**config.mk**
```make
export PLATFORM = sky130hd
export DESIGN_NAME = store_data_fwd_unit
export DESIGN_NICKNAME = d
export VERILOG_FILES = /design/src/rtl/store_data_fwd_unit.sv
export SDC_FILE = /design/constraint.sdc
export NUM_CORES = 1
export LEC_CHECK = 0
export CELL_PAD_IN_SITES_DETAIL_PLACEMENT = 1
export CELL_PAD_IN_SITES_GLOBAL_PLACEMENT = 2
export CORE_ASPECT_RATIO = 0.75
export CORE_UTILIZATION = 31
export CTS_BUF_LIST = sky130_fd_sc_hd__clkbuf_16
export CTS_CLUSTER_SIZE = 24
export DETAILED_ROUTE_END_ITERATION = 16
export HOLD_SLACK_MARGIN = 0.06
export PLACE_DENSITY = 0.83
export REMOVE_ABC_BUFFERS = 1
export SETUP_SLACK_MARGIN = 0.02
export SLEW_MARGIN = 10
export SYNTH_ARGS = -nofsm -noshare
export SYNTH_HDL_FRONTEND = slang
export SYNTH_SLANG_ARGS = --single-unit
```
**constraint.sdc**
```tcl
create_clock -name clk -period 2.4 [get_ports clk]
set_clock_uncertainty 0.15 [all_clocks]
set_input_delay 0.24 -clock clk [delete_from_list [all_inputs] [get_ports clk]]
set_output_delay 0.24 -clock clk [all_outputs]
set_load 0.005 [all_outputs]
```
**src/rtl/store_data_fwd_unit.sv**
```systemverilog
// Store-data forwarding and byte-lane alignment at the EX/MEM boundary.
// Resolves rs2 against the live writeback and a shift-register history of recent writebacks.
module store_data_fwd_unit #(
  parameter int DATA_WIDTH     = 32,
  parameter int REG_ADDR_WIDTH = 5,
  parameter int DEPTH          = 4,
  localparam int LANES         = DATA_WIDTH / 8,
  localparam int OFF_W         = $clog2(LANES)
) (
  input  logic                      clk,
  input  logic                      reset,
  input  logic                      stall_i,
  input  logic                      flush_i,
  input  logic                      wb_en_i,
  input  logic [REG_ADDR_WIDTH-1:0] wb_rd_i,
  input  logic [DATA_WIDTH-1:0]     wb_data_i,
  input  logic                      st_valid_i,
  input  logic [REG_ADDR_WIDTH-1:0] st_rs2_i,
  input  logic [DATA_WIDTH-1:0]     st_rs2_data_i,
  input  logic [1:0]                st_size_i,
  input  logic [OFF_W-1:0]          st_addr_lo_i,
  output logic                      st_valid_o,
  output logic [DATA_WIDTH-1:0]     st_data_o,
  output logic [LANES-1:0]          st_be_o,
  output logic                      misalign_o,
  output logic                      fwd_hit_o,
  output logic [3:0]                fwd_src_o
);

  logic [DEPTH-1:0]          hist_valid_q, hist_valid_d;
  logic [REG_ADDR_WIDTH-1:0] hist_rd_q   [DEPTH];
  logic [REG_ADDR_WIDTH-1:0] hist_rd_d   [DEPTH];
  logic [DATA_WIDTH-1:0]     hist_data_q [DEPTH];
  logic [DATA_WIDTH-1:0]     hist_data_d [DEPTH];

  logic                  valid_q, valid_d;
  logic [DATA_WIDTH-1:0] data_q, data_d;
  logic [LANES-1:0]      be_q, be_d;
  logic                  mis_q, mis_d;
  logic                  hit_q, hit_d;
  logic [3:0]            src_q, src_d;

  logic [DATA_WIDTH-1:0] src_data;
  logic [3:0]            src_sel;
  logic                  src_hit;
  logic [DATA_WIDTH-1:0] al_data;
  logic [LANES-1:0]      al_be;
  logic                  al_mis;

  // Writes to x0 never enter the history, so it cannot shadow the hardwired zero.
  always_comb begin
    hist_valid_d = hist_valid_q;
    hist_rd_d    = hist_rd_q;
    hist_data_d  = hist_data_q;
    if (wb_en_i && (wb_rd_i != '0)) begin
      for (int k = DEPTH - 1; k >= 1; k--) begin
        hist_valid_d[k] = hist_valid_q[k-1];
        hist_rd_d[k]    = hist_rd_q[k-1];
        hist_data_d[k]  = hist_data_q[k-1];
      end
      hist_valid_d[0] = 1'b1;
      hist_rd_d[0]    = wb_rd_i;
      hist_data_d[0]  = wb_data_i;
    end
  end

  // Scanning oldest to youngest lets the youngest duplicate overwrite older matches.
  always_comb begin
    src_data = st_rs2_data_i;
    src_sel  = 4'd0;
    src_hit  = 1'b0;
    if (st_rs2_i == '0) begin
      src_data = '0;
    end else if (wb_en_i && (wb_rd_i == st_rs2_i)) begin
      src_data = wb_data_i;
      src_sel  = 4'd1;
      src_hit  = 1'b1;
    end else begin
      for (int k = DEPTH - 1; k >= 0; k--) begin
        if (hist_valid_q[k] && (hist_rd_q[k] == st_rs2_i)) begin
          src_data = hist_data_q[k];
          src_sel  = 4'(k + 2);
          src_hit  = 1'b1;
        end
      end
    end
  end

  always_comb begin
    al_data = src_data;
    al_be   = '0;
    al_mis  = 1'b0;
    case (st_size_i)
      2'b00: begin
        al_data = {LANES{src_data[7:0]}};
        al_be   = LANES'(1) << st_addr_lo_i;
      end
      2'b01: begin
        al_data = {(LANES/2){src_data[15:0]}};
        al_be   = LANES'(2'b11) << st_addr_lo_i;
        al_mis  = st_addr_lo_i[0];
      end
      2'b10: begin
        al_data = {(LANES/4){src_data[31:0]}};
        al_be   = LANES'(4'hF) << st_addr_lo_i;
        al_mis  = (st_addr_lo_i[1:0] != 2'b00);
      end
      default: begin
        if (DATA_WIDTH == 64) begin
          al_be  = '1;
          al_mis = (st_addr_lo_i != '0);
        end else begin
          al_mis = 1'b1;
        end
      end
    endcase
    if (al_mis) al_be = '0;
  end

  // Stall freezes everything; flush clears the control outputs but leaves data alone.
  always_comb begin
    valid_d = valid_q;
    data_d  = data_q;
    be_d    = be_q;
    mis_d   = mis_q;
    hit_d   = hit_q;
    src_d   = src_q;
    if (!stall_i) begin
      if (flush_i) begin
        valid_d = 1'b0;
        be_d    = '0;
        mis_d   = 1'b0;
        hit_d   = 1'b0;
        src_d   = 4'd0;
      end else begin
        valid_d = st_valid_i;
        data_d  = al_data;
        be_d    = st_valid_i ? al_be : '0;
        mis_d   = al_mis;
        hit_d   = src_hit;
        src_d   = src_sel;
      end
    end
  end

  always_ff @(posedge clk) begin
    if (reset) begin
      hist_valid_q <= '0;
      for (int k = 0; k < DEPTH; k++) begin
        hist_rd_q[k]   <= '0;
        hist_data_q[k] <= '0;
      end
      valid_q <= 1'b0;
      data_q  <= '0;
      be_q    <= '0;
      mis_q   <= 1'b0;
      hit_q   <= 1'b0;
      src_q   <= 4'd0;
    end else begin
      hist_valid_q <= hist_valid_d;
      hist_rd_q    <= hist_rd_d;
      hist_data_q  <= hist_data_d;
      valid_q      <= valid_d;
      data_q       <= data_d;
      be_q         <= be_d;
      mis_q        <= mis_d;
      hit_q        <= hit_d;
      src_q        <= src_d;
    end
  end

  assign st_valid_o = valid_q;
  assign st_data_o  = data_q;
  assign st_be_o    = be_q;
  assign misalign_o = mis_q;
  assign fwd_hit_o  = hit_q;
  assign fwd_src_o  = src_q;

endmodule

```
**Word-level counts from Yosys, hierarchy flattened**

Index checks and enable logic that the tools add are counted.

- Flip-flop bits (word level): 195
- Bits of input ports: 84
- Word-level logic and storage cells: 66

- Eq/ne operators: 7
- Shift operators: 3
- Muxes and demuxes: 28
- Bitwise logic cells: 2
- Reductions and logical operators: 11

Operators with widths:

| kind | number |
|---|---|
| 2-to-1 mux 32 bit | 6 |
| one-hot mux 32 bit (2 select lines) | 1 |
| 2-to-1 mux 4 bit | 9 |
| == test 5 bit | 5 |
| one-hot mux 4 bit (3 select lines) | 1 |
| 2-to-1 mux 1 bit | 9 |
| logical AND 1 bit | 6 |
| zero test 5 bit | 1 |
| nonzero test 5 bit | 1 |
| << shifter 1 x 2 -> 4 bit (first input constant) | 1 |
| << shifter 2 x 2 -> 4 bit (first input constant) | 1 |
| << shifter 4 x 2 -> 4 bit (first input constant) | 1 |
| 2-to-1 mux 3 bit | 1 |
| one-hot mux 1 bit (3 select lines) | 1 |
| == test 2 x 1 -> 1 bit (second input constant) | 1 |
| == test 2 bit (second input constant) | 1 |
| zero test 2 bit | 1 |
| NOT 1 bit | 2 |
| AND reduction 2 bit | 1 |
| nonzero test 2 bit | 1 |

**Logic depth before layout (Yosys ltp)**

Gate-level depths: netlist of run 1.

- Word-level depth: 9
- Depth in mapped cells: 12
- Depth with buffers taken out: 9

**Worst setup path after synthesis of run 1**

OpenSTA, ideal clock, no wires.

- Path type: input to register
- From: input st_rs2_i[2]
- To: register data_q[29], in the netlist st_data_o[29]
- Data arrival time: 1.880 ns
- Setup slack: 0.236 ns
- Stages: 11
- Cells stage by stage: buf_4 -> xnor2_1 -> and4_1 -> buf_6 -> nand3_4 -> buf_6 -> buf_4 -> a221oi_1 -> o21ai_0 -> a32oi_1 -> o22ai_1

- Word-level cells in the longest chain between the ends: 9
- Elaborated cells between the ends (all ways): 18
- Those cells by class: 5 x eq/ne; 7 x mux; 6 x reduce/logical

RTL lines:

| what | RTL line | RTL |
|---|---|---|
| start: declaration | 18 | `input logic [REG_ADDR_WIDTH-1:0] st_rs2_i,` |
| == test 5 bit | 80 | `if (hist_valid_q[k] && (hist_rd_q[k] == st_rs2_i)) begin` |
| logical AND 1 bit | 80 |  |
| 2-to-1 mux 32 bit (4 in series) | 80 |  |
| 2-to-1 mux 32 bit | 74 | `end else if (wb_en_i && (wb_rd_i == st_rs2_i)) begin` |
| 2-to-1 mux 32 bit (*) | 72 | `if (st_rs2_i == '0) begin` |
| one-hot mux 32 bit (2 select lines) (*) | 93 | `case (st_size_i)` |
| end signal: assignment | 164 | `data_q <= data_d;` |
| end: declaration | 37 | `logic [DATA_WIDTH-1:0] data_q, data_d;` |

Mark *: on every way between the ends. The rest lies on a longest branch, timed or not.
A chain may end at the register's enable or synchronous reset.

**Worst setup path after layout of run 1**

- From: register hist_rd_q[7] (netlist name)
- To: register data_q[11], in the netlist st_data_o[11]

- Word-level cells in the longest chain between the ends: 8

RTL lines:

| what | RTL line | RTL |
|---|---|---|
| start: declaration | 31 | `logic [REG_ADDR_WIDTH-1:0] hist_rd_q [DEPTH];` |
| start signal: assignment | 161 | `hist_rd_q <= hist_rd_d;` |
| == test 5 bit | 80 |  |
| logical AND 1 bit | 80 |  |
| 2-to-1 mux 32 bit (3 in series) | 80 |  |
| 2-to-1 mux 32 bit | 74 |  |
| 2-to-1 mux 32 bit | 72 |  |
| one-hot mux 32 bit (2 select lines) | 93 |  |

No other way between the ends.

==> summary.txt, run 1 <==
synth cell count leaders = sky130_fd_sc_hd__nand2_1, sky130_fd_sc_hd__dfxtp_1, sky130_fd_sc_hd__a21oi_1
destination of the worst register-to-register timing path = st_data_o[11]
total number of vias = 9,502
CP endpoint kind = flip-flop
setup repair after global routing missed its margin = yes
internal power = 5582 uW
origin of the worst setup path = hist_rd_q[7]
clock network fraction of total power = 41.5%
Synth Register Bits = 194
required time reported for the critical path endpoint = 2610 ps
mean number of vias per cell = 5.332
Min Clock Period, post-route = 2333 ps
hold violation count in the final report = 0
die outline height = 149.9 um
cell depth of the worst min-delay path = 2
top-area cell type share of the netlist area = 42.97%
share of post-route cells with drive strength above 1 = 17.47%
hold path endpoint = st_be_o[2]
clock buffer depth = 2
number of hold buffers added after CTS = 0
horizontal extent of the die = 199.2 um
most instantiated library cell after synthesis = sky130_fd_sc_hd__nand2_1
insertion delay to the later sink of the worst-skew pair = 450 ps
antenna violations before repair = 0
Clock transition at path regs = 80 ps
area occupied by multi-input gates = 0.004976 mm^2
top-level I/O count = 127
TritonCTS buffer count = 17
TritonCTS clock tree = built
power density over the cells = 603.6 mW/mm^2
total inserted antenna cells = 0
final-layout fill cell count = 3,394
routability congestion estimate from global placement = 0.8395
Worst Path Max Fanout = 10
Area contributors post-synth = sky130_fd_sc_hd__dfxtp_1, sky130_fd_sc_hd__nand2_1, sky130_fd_sc_hd__a21oi_1
Clock Tree Root = sky130_fd_sc_hd__clkbuf_16
Post-synth ARST share = 0%
DP Wirelength = 25.66 mm
portion of the clock cycle consumed by the worst path in the final layout = 97.22%
detailed-route wire length per cell = 20.28 um
number of max-slew violations in the final report = 0
final hold slack = 77.85 ps
Slew Limit Headroom = 28.23%
Crit Path Category = reg -> reg
path class of the lowest-slack min-delay path = in -> reg
max cap viols = 0
Post-Syn Instances = 1,202
die outline area = 0.02985 mm^2
power share of the sequential group = 44.9%
combined global-route utilization of all metal layers = 24.47%
area growth from synthesis to final layout = 39.77%
number of global-route vias before repair = 9,642
Worst EP arrival = 2540 ps
Logic pwr share = 13.7%
P_sw = 2044 uW
area taken by flip-flops and latches = 0.003896 mm^2
fmax = 428.6 MHz
cell type contributing the most total cell area after synthesis = sky130_fd_sc_hd__dfxtp_1
Initial DRC Count = 648
Top FF cell, synth = sky130_fd_sc_hd__dfxtp_1
net switching fraction of the power = 26.80%
router iterations before antenna repair = 5
grt ovf = 0
Reg-to-Reg Start = hist_rd_q[7]
standby leakage power = 0.004584 uW
Site Rows = 53
count of different cell masters after synthesis = 60
Starting Density = 31.92%
area inside the core boundary = 0.02832 mm^2
DRT Wirelength = 36.13 mm
pin count of the biggest net entering global routing = 73
highest ir drop seen on vdd = 431.1 uV
total standard cell area after synthesis = 0.009039 mm^2
pin slew with the least headroom to its limit = 1073 ps
total design power = 7626 uW
maximum level of the CTS H-tree = 4
outcome = finished, final reports clean
Post-DRT Antenna Nets = 0
number of nets in the layout = 1,473
cell depth of the worst flop-to-flop path = 8
hold path start = reset
global-route wire length before repair = 55.29 mm
port buffer count = 125
clock sinks = 194
Post-Route Utilization = 44.62%
setup slack, reg-to-reg = 70 ps
setup-violating endpoint count in the final report = 0
count of flip-flops with a built-in enable after synthesis = 0
startpoint types = flip-flop
DRC violation count after routing = 0
portion of the post-synthesis area used by sequential elements = 42.97%
number of warnings printed during yosys synthesis = 0
mean post-synth cell area = 7.520 um^2
-- how the worst max path moves through the flow --
stage	to	slack, ps	depth (start not counted)
after floorplan	hist_data_q[0]	-3790	4
after global placement	st_data_o[21]	-550	12
after detailed placement	st_data_o[25]	-590	10
after CTS	st_data_o[21]	20	12
after global routing	st_data_o[30]	-90	8
final	st_data_o[11]	70	8
-- registers in the layout, indices dropped and copies added (netlist names) --
name          cells
hist_data_q     128
st_data_o        32
hist_rd_q        20
hist_valid_q      4
st_be_o           4
fwd_src_o         3
fwd_hit_o         1
misalign_o        1
st_valid_o        1
-- power by group through the flow --
stage	combinational [uW]	sequential [uW]	clock [uW]
global placement	974	3490	0
detailed placement	991	3490	0
floorplan	369	3460	0
global route	1120	3430	3330
finish	1040	3420	3160
CTS	1000	3420	3210
-- critical path, stage by stage, from the launching register on --
cell	delay, ps
sky130_fd_sc_hd__dfxtp_2	350
sky130_fd_sc_hd__xnor2_2	170
sky130_fd_sc_hd__nand4_2	220
sky130_fd_sc_hd__nor2_4	190
sky130_fd_sc_hd__buf_12	160
sky130_fd_sc_hd__a221oi_1	50
sky130_fd_sc_hd__o31a_1	290
sky130_fd_sc_hd__or3_1	390
sky130_fd_sc_hd__a211oi_2	250
-- final cells by class --
type	count	share of cell area, %
flip-flops and latches	194	30.84
clock inverters	15	1.634
inverters	4	0.1188
well taps	385	3.813
clock buffers	17	3.367
multi-input cells	904	39.39
repair buffers	263	20.84
-- cells by family (layout without fill, tap and decap cells) --
kind of cell	after synthesis	count (layout)	synth area share [%]
buffers and inverters	105	299	5.565
adder cells (fa/ha/maj)	5	5	0.6921
AND/OR/NAND/NOR	533	534	24.83
other	1	1	0.04149
XOR/XNOR	25	25	2.589
flip-flops	194	194	42.97
AO/OA/AOI/OAI	339	339	23.31
-- routing by layer --
| metal | GRT usage, % | part of all wire (%) |
|---|---|---|
| met1 | 33.81 | 48 |
| met2 | 38.82 | 45 |
| met3 | 4.462 | 5.8 |
| met4 | 6.654 | 1.4 |
| met5 | 0 | 0 |
-- repair_timing --
action                     4_1_cts  5_1_grt
gates resized for setup         17       56
setup endpoints to repair       26       27
buffers inserted                 1        9
pin swaps                        4       26
cloned                           1        1
-- layout by cell type (no fill, tap or decap), types with 10 or more instances in the layout --
master,synthesis,layout
sky130_fd_sc_hd__and3_1,22,21
sky130_fd_sc_hd__clkdlybuf4s50_1,0,117
sky130_fd_sc_hd__nor2_1,80,80
sky130_fd_sc_hd__o21ai_0,17,16
sky130_fd_sc_hd__buf_4,7,109
sky130_fd_sc_hd__xnor2_2,2,12
sky130_fd_sc_hd__dfxtp_2,0,10
sky130_fd_sc_hd__nor3_1,17,16
sky130_fd_sc_hd__or3_1,11,10
sky130_fd_sc_hd__a31oi_1,15,14
sky130_fd_sc_hd__buf_12,0,25
sky130_fd_sc_hd__nand3_1,16,14
sky130_fd_sc_hd__dfxtp_1,194,184
sky130_fd_sc_hd__a221oi_2,1,10
sky130_fd_sc_hd__clkbuf_16,0,18
sky130_fd_sc_hd__a221oi_1,31,22
sky130_fd_sc_hd__nand2_1,356,354
sky130_fd_sc_hd__a21oi_1,188,185
-- per-stage QoR --
stage / area [um^2] / worst slack [ps] / setup TNS [ps] / std cells
global placement: 11570 / -547.4 / -23220 / 1738
floorplan: 8551 / -3788 / -575090 / 1101
detailed placement: 11570 / -585.8 / -32300 / 1738
CTS: 12280 / 20.26 / 0 / 1772
global route: 12630 / -85.80 / -592.2 / 1782
finish: 12630 / 66.63 / 0 / 1782
No activity file was read; power rests on OpenSTA's default activity.
==> run 2: changes to the inputs <==
SETUP_SLACK_MARGIN = default   (was 0.02)
==> summary.txt, run 2 (synthesized netlist as in run 1, its figures left out) <==
area growth from synthesis to final layout = 38.81%
post-route standard cell area excluding fillers = 0.01255 mm^2
Post-DRT Antenna Nets = 0
setup repair after global routing missed its margin = yes
destination of the worst register-to-register timing path = st_data_o[25]
fmax = 413.7 MHz
cell depth of the worst flop-to-flop path = 8
power share of the sequential group = 44.9%
P_sw = 2039 uW
termination of the worst setup path = st_data_o[25]
Initial DRC Count = 617
required time reported for the critical path endpoint = 2570 ps
highest ir drop seen on vdd = 452.7 uV
Stages on worst setup path = 8
startpoint types = flip-flop
detailed-route wire length per cell = 20.37 um
port buffer count = 125
max cap viols = 0
number of hold buffers added after CTS = 0
maximum level of the CTS H-tree = 4
share of post-route cells with drive strength above 1 = 16.58%
number of global-route vias before repair = 9,631
horizontal extent of the die = 199.2 um
antenna violations before repair = 0
DP Wirelength = 25.66 mm
top register by number of flip-flops = hist_data_q
Final Instance Count excl. Fillers = 1,784
Min Clock Period, post-route = 2417 ps
Logic pwr share = 13.6%
pin count of the biggest net entering global routing = 73
clock sinks = 194
Clock Tree Root = sky130_fd_sc_hd__clkbuf_16
area inside the core boundary = 0.02832 mm^2
origin of the worst setup path = hist_rd_q[3]
number of max-slew violations in the final report = 0
Placed Instances = 1,738
grt ovf = 0
Crit Path Category = reg -> reg
standby leakage power = 0.004546 uW
final-layout fill cell count = 3,390
die outline height = 149.9 um
mean number of vias per cell = 5.321
commonest non-fill, non-tap cells in the layout = sky130_fd_sc_hd__nand2_1, sky130_fd_sc_hd__a21oi_1, sky130_fd_sc_hd__dfxtp_1
top-level I/O count = 127
Largest delay share family, worst path = simple AND/OR/NAND/NOR gates
insertion delay to the later sink of the worst-skew pair = 460 ps
pin slew with the least headroom to its limit = 1081 ps
die outline area = 0.02985 mm^2
setup-violating endpoint count in the final report = 1
routed length on met3 = 2.126 mm
setup slack, reg-to-reg = -20 ps
CP endpoint kind = flip-flop
number of nets in the layout = 1,475
sum of buffers and inverters on the critical path = 1
TritonCTS buffer count = 17
Starting Density = 31.92%
clock buffer depth = 2
Critical Path, Cell by Cell = xnor2_2 -> and4_4 -> nand3_2 -> buf_4 -> a221oi_2 -> o32a_1 -> or2_0 -> a311oi_1
path class of the lowest-slack min-delay path = in -> reg
Clock transition at path regs = 80 ps
DRT met1 WL = 17.23 mm
leading cell type in the layout, fill and taps excluded = sky130_fd_sc_hd__nand2_1
routability congestion estimate from global placement = 0.8395
Worst EP arrival = 2590 ps
post-route setup slack = -16.98 ps
internal power = 5576 uW
outcome = complete, but fails checks
crit path max-delay cell type = sky130_fd_sc_hd__dfxtp_1
delay of the slowest critical-path stage = 340 ps
total inserted antenna cells = 0
Worst Path Max Fanout = 4
uppermost signal routing layer after detailed routing = met4
number of flip-flops in the largest register = 128
wire length on met2 = 16.39 mm
Site Rows = 53
power density over the cells = 606.9 mW/mm^2
router iterations before antenna repair = 5
total number of vias = 9,493
DRC violation count after routing = 0
Reg-to-Reg Start = hist_rd_q[3]
final-layout setup total negative slack = -16.98 ps
net switching fraction of the power = 26.77%
portion of the clock cycle consumed by the worst path in the final layout = 100.7%
final hold slack = 74.30 ps
TritonCTS clock tree = built
violations in the final reports = negative setup slack
Slew Limit Headroom = 27.68%
global-route wire length before repair = 55.24 mm
combined global-route utilization of all metal layers = 24.46%
DRT Wirelength = 36.34 mm
total design power = 7615 uW
clock network fraction of total power = 41.5%
Cell Area, Placed = 0.01157 mm^2
hold violation count in the final report = 0
-- run 2: cell count changes in the layout (fill, tap and decap cells not counted), sizes merged --
cell           change
dlymetal6s2s       -2
nand3              +1
clkdlybuf4s50      +2
buf                +2
clkbuf             -1
-- run 2: layer usage --
layer  global-route usage, %  up-vias
li1                        -     4541
met1                   33.82     4633
met2                   38.76      283
met3                   4.462       36
met4                   6.654        0
met5                       0        -
-- run 2: power by group through the flow --
stage / registers (uW) / clock network (uW) / logic [uW]
5_1_grt: 3430 / 3340 / 1110
3_3_place_gp: 3490 / 0 / 974
2_1_floorplan: 3460 / 0 / 369
6_report: 3420 / 3160 / 1030
4_1_cts: 3420 / 3210 / 1000
3_5_place_dp: 3490 / 0 / 991
-- run 2: final cells by class --
| class | instances | area (um^2) | area share (%) |
|---|---|---|---|
| Clock buffer | 17 | 425.4 | 3.391 |
| Multi-Input combinational cell | 905 | 4910 | 39.13 |
| Clock inverter | 15 | 206.4 | 1.645 |
| Tap cell | 385 | 481.7 | 3.839 |
| Timing Repair Buffer | 264 | 2616 | 20.85 |
| Inverter | 4 | 15.01 | 0.1197 |
| Sequential cell | 194 | 3892 | 31.02 |
-- run 2: how the worst min path moves through the flow --
stage | cells after the start | slack, ps | startpoint | endpoint
final | 2 | 70 | reset | st_be_o[2]
after global routing | 2 | 110 | reset | st_be_o[2]
after CTS | 2 | 80 | reset | st_be_o[2]
after detailed placement | 2 | 300 | hist_data_q[1] | hist_data_q[1]
after global placement | 2 | 290 | hist_data_q[5] | hist_data_q[5]
after floorplan | 1 | 160 | reset | hist_data_q[0]
-- run 2: repair_timing --
| action | in CTS | in global routing |
|---|---|---|
| buffers inserted | 1 | 11 |
| cloned | 1 | 1 |
| setup endpoints to repair | 25 | 27 |
| gates resized for setup | 16 | 39 |
| pin swaps | 3 | 19 |
-- run 2: worst register-to-register path, stage by stage (launching register included) --
cell                       delay [ps]
sky130_fd_sc_hd__dfxtp_1          340
sky130_fd_sc_hd__xnor2_2          190
sky130_fd_sc_hd__and4_4           340
sky130_fd_sc_hd__nand3_2          270
sky130_fd_sc_hd__buf_4            240
sky130_fd_sc_hd__a221oi_2         240
sky130_fd_sc_hd__o32a_1           270
sky130_fd_sc_hd__or2_0            150
sky130_fd_sc_hd__a311oi_1          90
-- run 2: metrics by stage --
stage | utilization, % | setup slack [ps]
2_1_floorplan | - | -3788
3_3_place_gp | 40.86 | -547.4
3_5_place_dp | 40.86 | -585.8
4_1_cts | 43.35 | 15.38
5_1_grt | 44.31 | -71.59
6_report | 44.31 | -16.98
==> run 3: changes to the inputs <==
CORE_UTILIZATION = 36   (was 31)
DONT_BUFFER_PORTS = 1   (was default)
PLACE_DENSITY = 0.82   (was 0.83)
==> summary.txt, run 3 (synthesized netlist as in run 1, its figures left out) <==
outcome = finished, final reports clean
hold path start = st_rs2_data_i[15]
die outline height = 139.2 um
DRC violation count after routing = 0
path class of the lowest-slack min-delay path = in -> reg
standby leakage power = 0.004619 uW
Slew Limit Headroom = 43.18%
top-level I/O count = 127
max cap viols = 0
Worst Setup Slack post-DPL = -4.160 ps
number of nets in the layout = 1,432
wire length on met2 = 16.29 mm
detailed-route wire length per cell = 20.81 um
clock sinks = 194
setup-violating endpoint count in the final report = 0
DRT Wirelength = 35.12 mm
area inside the core boundary = 0.02428 mm^2
port buffer count = 0
insertion delay to the later sink of the worst-skew pair = 450 ps
router iterations before antenna repair = 4
post-route standard cell area excluding fillers = 0.01207 mm^2
commonest non-fill, non-tap cells in the layout = sky130_fd_sc_hd__nand2_1, sky130_fd_sc_hd__a21oi_1, sky130_fd_sc_hd__dfxtp_1
highest ir drop seen on vdd = 581.6 uV
Worst EP arrival = 2530 ps
Critical Path, Cell by Cell = xnor2_2 -> nand4_1 -> nor2_2 -> buf_4 -> a221oi_1 -> o32a_1 -> or2_0 -> a311oi_1
fmax = 429.3 MHz
Worst Path Max Fanout = 11
Starting Density = 37.23%
number of flip-flops in the largest register = 128
Post-Route Utilization = 49.71%
required time reported for the critical path endpoint = 2600 ps
share of post-route cells with drive strength above 1 = 11.80%
pin slew with the least headroom to its limit = 849.2 ps
number of max-slew violations in the final report = 0
routed length on met3 = 2.574 mm
clock buffer depth = 2
maximum level of the CTS H-tree = 4
power density over the cells = 589.8 mW/mm^2
Post-DRT Antenna Nets = 0
horizontal extent of the die = 185.0 um
portion of the clock cycle consumed by the worst path in the final layout = 97.05%
grt ovf = 0
number of global-route vias before repair = 9,499
Crit Path Category = reg -> reg
post-route setup slack = 70.85 ps
Clock Tree Root = sky130_fd_sc_hd__clkbuf_16
total design power = 7118 uW
uppermost signal routing layer after detailed routing = met4
Clock transition at path regs = 80 ps
Cell Area, Placed = 0.009625 mm^2
crit path max-delay cell type = sky130_fd_sc_hd__dfxtp_2
startpoint types = flip-flop
combined global-route utilization of all metal layers = 27.49%
Reg-to-Reg Start = hist_rd_q[16]
top register by number of flip-flops = hist_data_q
delay of the slowest critical-path stage = 340 ps
routability congestion estimate from global placement = 0.8313
DRT met1 WL = 15.75 mm
DP Wirelength = 21.83 mm
area growth from synthesis to final layout = 33.53%
Site Rows = 49
global-route wire length before repair = 54.49 mm
leading cell type in the layout, fill and taps excluded = sky130_fd_sc_hd__nand2_1
Initial DRC Count = 521
sum of buffers and inverters on the critical path = 1
TritonCTS clock tree = built
mean number of vias per cell = 5.571
TritonCTS buffer count = 17
origin of the worst setup path = hist_rd_q[16]
Min Clock Period, post-route = 2329 ps
pin count of the biggest net entering global routing = 113
Largest delay share family, worst path = simple AND/OR/NAND/NOR gates
total number of vias = 9,404
antenna violations before repair = 0
CP endpoint kind = flip-flop
die outline area = 0.02575 mm^2
hold violation count in the final report = 0
## run 3: cell count changes in the layout (fill, tap and decap cells not counted), sizes merged, moves of 3 or more
cell,before,now
clkinv,5,2
dlygate4sd3,0,150
inv,7,10
clkdlybuf4s50,119,0
buf,140,73
dlygate4sd2,5,0
## run 3: stage by stage
| stage | hold slack (ps) | cells | setup TNS (ps) |
|---|---|---|---|
| floorplan | 159.1 | 1101 | -575090 |
| global placement | 190.2 | 1489 | 0 |
| detailed placement | 189.0 | 1489 | -4.160 |
| CTS | 60.11 | 1673 | 0 |
| global route | 100.3 | 1687 | -2.800 |
| finish | 77.12 | 1688 | 0 |
## run 3: worst reg2reg max path, cell delays in order (launching register included)
cell	delay, ps
sky130_fd_sc_hd__dfxtp_2	340
sky130_fd_sc_hd__xnor2_2	170
sky130_fd_sc_hd__nand4_1	260
sky130_fd_sc_hd__nor2_2	240
sky130_fd_sc_hd__buf_4	240
sky130_fd_sc_hd__a221oi_1	120
sky130_fd_sc_hd__o32a_1	200
sky130_fd_sc_hd__or2_0	220
sky130_fd_sc_hd__a311oi_1	290
## run 3: timing repair
| item | CTS | global route |
|---|---|---|
| endpoints found under the setup margin | 5 | 33 |
| pin swaps | 2 | 19 |
| hold buffers | 151 | 0 |
| gates resized for setup | 2 | 41 |
| buffers inserted | 1 | 14 |
| endpoints found under the hold margin | 194 | 0 |
## run 3: where the power goes
part | switching (uW) | internal, uW
clock | 1360 | 1540
combinational | 422 | 362
sequential | 102 | 3330
total | 1890 | 5230
## run 3: routing by layer
layer	track usage, %	vias to the layer above
met5	0	-
met4	6.307	0
met3	8.479	39
met2	43.98	256
met1	36.04	4661
li1	-	4448
## run 3: final cells by class
type                       instances  area (um^2)
antenna                            1        2.502
inverter                           4        15.01
fill                            2932        12210
clock inverter                    15        157.7
timing repair buffer             223         2298
clock buffer                      17        425.4
sequential                       194         3894
multi-input combinational        903         4862
tap                              331        414.1
## run 3: path summary, 6_finish.rpt
path	to	slack, ps	depth (start not counted)
worst min-delay path	st_data_o[15]	80	4
worst max-delay path	st_data_o[25]	70	8
worst max register to register	st_data_o[25]	70	8
worst min register to register	hist_data_q[11]	310	2
